File: src/rtl/serial_adder_ctrl.sv
// Bit-serial adder: one full adder stepped over W cycles, LSB first.
// Reports sum, carry-out and signed overflow with a one-cycle done pulse.
module serial_adder_ctrl #(
    parameter int W = 8
) (
    input  logic         clk,
    input  logic         rst_n,
    input  logic         start,
    input  logic [W-1:0] a,
    input  logic [W-1:0] b,
    input  logic         cin,
    output logic         busy,
    output logic         done,
    output logic [W-1:0] sum,
    output logic         cout,
    output logic         ovf
);

    localparam int CW = (W > 1) ? $clog2(W) : 1;

    typedef enum logic [1:0] {
        IDLE  = 2'b00,
        SHIFT = 2'b01,
        DONE  = 2'b10
    } state_t;

    state_t        state_q, state_d;
    logic [W-1:0]  a_sr_q, a_sr_d;
    logic [W-1:0]  b_sr_q, b_sr_d;
    logic [W-1:0]  sum_q, sum_d;
    logic [CW-1:0] cnt_q, cnt_d;
    logic          carry_q, carry_d;
    logic          cout_q, cout_d;
    logic          ovf_q, ovf_d;
    logic          fa_s, fa_cy;

    always_ff @(posedge clk or negedge rst_n) begin
        if (!rst_n) begin
            state_q <= IDLE;
            a_sr_q  <= '0;
            b_sr_q  <= '0;
            sum_q   <= '0;
            cnt_q   <= '0;
            carry_q <= 1'b0;
            cout_q  <= 1'b0;
            ovf_q   <= 1'b0;
        end else begin
            state_q <= state_d;
            a_sr_q  <= a_sr_d;
            b_sr_q  <= b_sr_d;
            sum_q   <= sum_d;
            cnt_q   <= cnt_d;
            carry_q <= carry_d;
            cout_q  <= cout_d;
            ovf_q   <= ovf_d;
        end
    end

    always_comb begin
        state_d = state_q;
        a_sr_d  = a_sr_q;
        b_sr_d  = b_sr_q;
        sum_d   = sum_q;
        cnt_d   = cnt_q;
        carry_d = carry_q;
        cout_d  = cout_q;
        ovf_d   = ovf_q;
        fa_s    = a_sr_q[0] ^ b_sr_q[0] ^ carry_q;
        fa_cy   = (a_sr_q[0] & b_sr_q[0])
                | (a_sr_q[0] & carry_q)
                | (b_sr_q[0] & carry_q);
        case (state_q)
            IDLE: begin
                if (start) begin
                    state_d = SHIFT;
                    a_sr_d  = a;
                    b_sr_d  = b;
                    carry_d = cin;
                    cnt_d   = '0;
                    sum_d   = '0;
                end
            end
            SHIFT: begin
                sum_d   = {fa_s, sum_q[W-1:1]};
                carry_d = fa_cy;
                a_sr_d  = a_sr_q >> 1;
                b_sr_d  = b_sr_q >> 1;
                // Last bit: carry into MSB vs carry out gives overflow
                if (cnt_q == CW'(W - 1)) begin
                    ovf_d   = carry_q ^ fa_cy;
                    cout_d  = fa_cy;
                    cnt_d   = '0;
                    state_d = DONE;
                end else begin
                    cnt_d = cnt_q + CW'(1);
                end
            end
            DONE: begin
                state_d = IDLE;
            end
            default: begin
                state_d = IDLE;
            end
        endcase
    end

    assign busy = (state_q == SHIFT);
    assign done = (state_q == DONE);
    assign sum  = sum_q;
    assign cout = cout_q;
    assign ovf  = ovf_q;

endmodule
File: config.mk
export PLATFORM = sky130hd
export DESIGN_NAME = serial_adder_ctrl
export DESIGN_NICKNAME = d
export VERILOG_FILES = /design/src/rtl/serial_adder_ctrl.sv
export SDC_FILE = /design/constraint.sdc
export NUM_CORES = 1
export LEC_CHECK = 0
export CORE_ASPECT_RATIO = 2
export CORE_MARGIN = 2
export CORE_UTILIZATION = 45
export CTS_BUF_LIST = sky130_fd_sc_hd__clkbuf_4 sky130_fd_sc_hd__clkbuf_8
export CTS_CLUSTER_SIZE = 24
export DETAILED_ROUTE_END_ITERATION = 10
export GPL_ROUTABILITY_DRIVEN = 0
export PLACE_DENSITY = 0.87
export SETUP_SLACK_MARGIN = 0.5
export SYNTH_ARGS = -nofsm -noshare
export SYNTH_HDL_FRONTEND = slang
export SYNTH_SLANG_ARGS = --single-unit
export TNS_END_PERCENT = 10
File: constraint.sdc
create_clock -name clk -period 1.5 [get_ports clk]
set_clock_uncertainty 0.2 [all_clocks]
set_input_delay 0.3 -clock clk [delete_from_list [all_inputs] [get_ports clk]]
set_output_delay 0.3 -clock clk [all_outputs]
set_load 0.1 [all_outputs]
==> results.tsv <==
metric	value	unit
WL final	4.00	mm
io pins	32	
Yosys reg bits	32	
Final WS setup	-0.143	ns
vias	1265	
CTS max path bufs	2	
Initial Util	46.6	%
Ys Warns	0	
Period minus WS final	1.64	ns
Slew HR	81.0	%
failing checks	negative setup slack	
Final Util	73.6	%
register area share after synthesis	55.1	%
CTS Sinks	32	
Pwr Density	2520	nW/um^2
I/O Buffers	31	
outcome	complete, but fails checks	
Final TNS setup	-0.266	ns
Routed Antenna Nets	0	
CTS Buf Count	5	
Critical-path top delay cell	dfrtp_2	
DRC viols	0	
# setup viols final	2	
GR Overflow Total	0	
nets@finish	203	
row cnt	29	
Cells after Synth	132	
actual slew at the worst max-slew pin	0.285	ns
max-cap violations	0	
layout cell share with drive strength beyond 1	40.9	%
crit path DAT	1.14	ns
worst-path cell chain	nand2b_4, inv_4, buf_12	
die footprint	3730	um^2
Lkg Pwr	0.979	nW
RSZ-0062 raised after global routing	true	
initial DRC count	38	
Global Route Usage Sum	24.7	%
clock root cell	clkbuf_8	
Worst Hold Class	in -> async	
element type at the critical path end	output pin	
ant diodes	0	
M3 GR Usage	4.73	%
placed inst area	1990	um^2
crit share post-route	110	%
pre-CTS WS	-0.391	ns
Clk Latency, worst-skew pair	0.29	ns
antenna violations before repair	0	
GRT busiest layer	met2	
Crit Path Category	reg -> out	
commonest non-fill, non-tap cells in the layout	28 x dfrtp_1, 19 x o22ai_1, 18 x clkdlybuf4s50_1	
critical path fanouts, max	4	
Die Y	84.4	um
Design Area, Final	2300	um^2
CP max stage delay	0.45	ns
CORE AREA	3120	um^2
drt pass-1 iters	6	
Wirelength per Cell	18.9	um
clk slew on worst S/H paths	0.06	ns
WP data required	1.00	ns
Syn Nets	155	
Avg Cell Area, Syn	11.0	um^2
fin. max-slew vios	0	
synthesis-to-layout area growth	58.1	%
first-pass GRT wire length	6.70	mm
area of the mapped netlist	1450	um^2
CTS tree	yes	
met2 Use GR	44.5	%
DP Wirelength	2.70	mm
largest net degree at the start of global routing	33	
hold slack	0.174	ns
Die W	44.2	um
Via density	5.97	
Hold Vio Cnt, Final	0	
library cells used by synthesis	24	
vias in the first global route	1447	
VDD IR max	1.28	mV
Worst setup SP type	flop	
CTS H-tree depth	2	
M1 GR Usage	23.7	%
FMAX	609	MHz
leading cell type in the layout, fill and taps excluded	dfrtp_1	
Yosys cell counts (all sizes together):
cell | count | area [um^2]
a21oi | 15 | 75.1
a221oi | 1 | 15.0
a22o | 10 | 87.6
buf | 10 | 77.6
clkbuf | 1 | 3.75
dfrtp | 32 | 801
fa | 1 | 20.0
ha | 2 | 25.0
inv | 7 | 28.8
nand2 | 6 | 22.5
nand2b | 2 | 22.5
nand3b | 1 | 7.51
nor2 | 4 | 15.0
nor2b | 2 | 12.5
o21ai | 7 | 35.0
o21bai | 1 | 7.51
o22ai | 28 | 175
o31ai | 1 | 12.5
xor2 | 1 | 8.76
path summary, 6_finish.rpt:
path,from,to,cells past startpoint,slack (ns)
min reg2reg,cnt_q[1],cnt_q[1],1,0.34
min in group clk,cnt_q[1],cnt_q[1],1,0.34
max in group asynchronous,rst_n,sum[1],2,0.74
max reg2reg,state_q[1],cout,5,0
max,state_q[1],busy,3,-0.14
min,rst_n,state_q[1],2,0.17
registers in the layout, indices dropped and copies added (netlist names):
signal	cells
cout	1
ovf	1
cnt_q	3
sum	8
b_sr_q	8
state_q	2
a_sr_q	8
carry_q	1
critical path: cells and delay by family, from the launching register on:
kind / cells / cell delay (ns)
buf+inv: 2 / 0.22
simple gates: 1 / 0.18
flops: 1 / 0.45
report_power, final:
group	leakage [nW]	switching, mW	internal, mW	total (mW)
logic	0.542	1.89	1.49	3.38
clock network	0.0549	0.308	0.436	0.744
registers	0.382	0.409	1.26	1.67
total	0.979	2.61	3.18	5.79
what timing repair did:
| action | in CTS | in global routing |
|---|---|---|
| setup buffers | 7 | 1 |
| hold buffers | 0 | 0 |
| hold endpoints to repair | 0 | 0 |
| pin swaps | 9 | 8 |
| endpoints found under the setup margin | 44 | 44 |
| resized for setup | 32 | 6 |
cells by family (layout without fill, tap and decap cells):
group / Yosys count / in the layout / synth area share [%]
AO/OA/AOI/OAI: 63 / 63 / 28.1
XOR/XNOR: 1 / 1 / 0.603
adder cells (fa/ha/maj): 3 / 3 / 3.10
buffers and inverters: 18 / 67 / 7.58
flip-flops: 32 / 32 / 55.1
AND/OR/NAND/NOR: 15 / 15 / 5.51
through the flow:
stage,std cells,power [mW]
finish,212,5.79
global route,212,6.08
CTS,211,5.69
detailed placement,196,4.56
global placement,196,4.43
floorplan,132,3.52
metal layers:
layer  vias to the layer above  routed length, um
li1                        589                  -
met1                       614               1330
met2                        45               2360
met3                        17                145
met4                         0                173
met5                         -                  0
cell type report:
cell class                      instances  area, um^2
Fill cell                             196         825
Sequential cell                        32         806
Multi-Input combinational cell         82         672
Timing Repair Buffer                   52         644
Clock buffer                            8         104
Tap cell                               31        38.8
Inverter                                7        31.3
No activity file was read; power rests on OpenSTA's default activity.
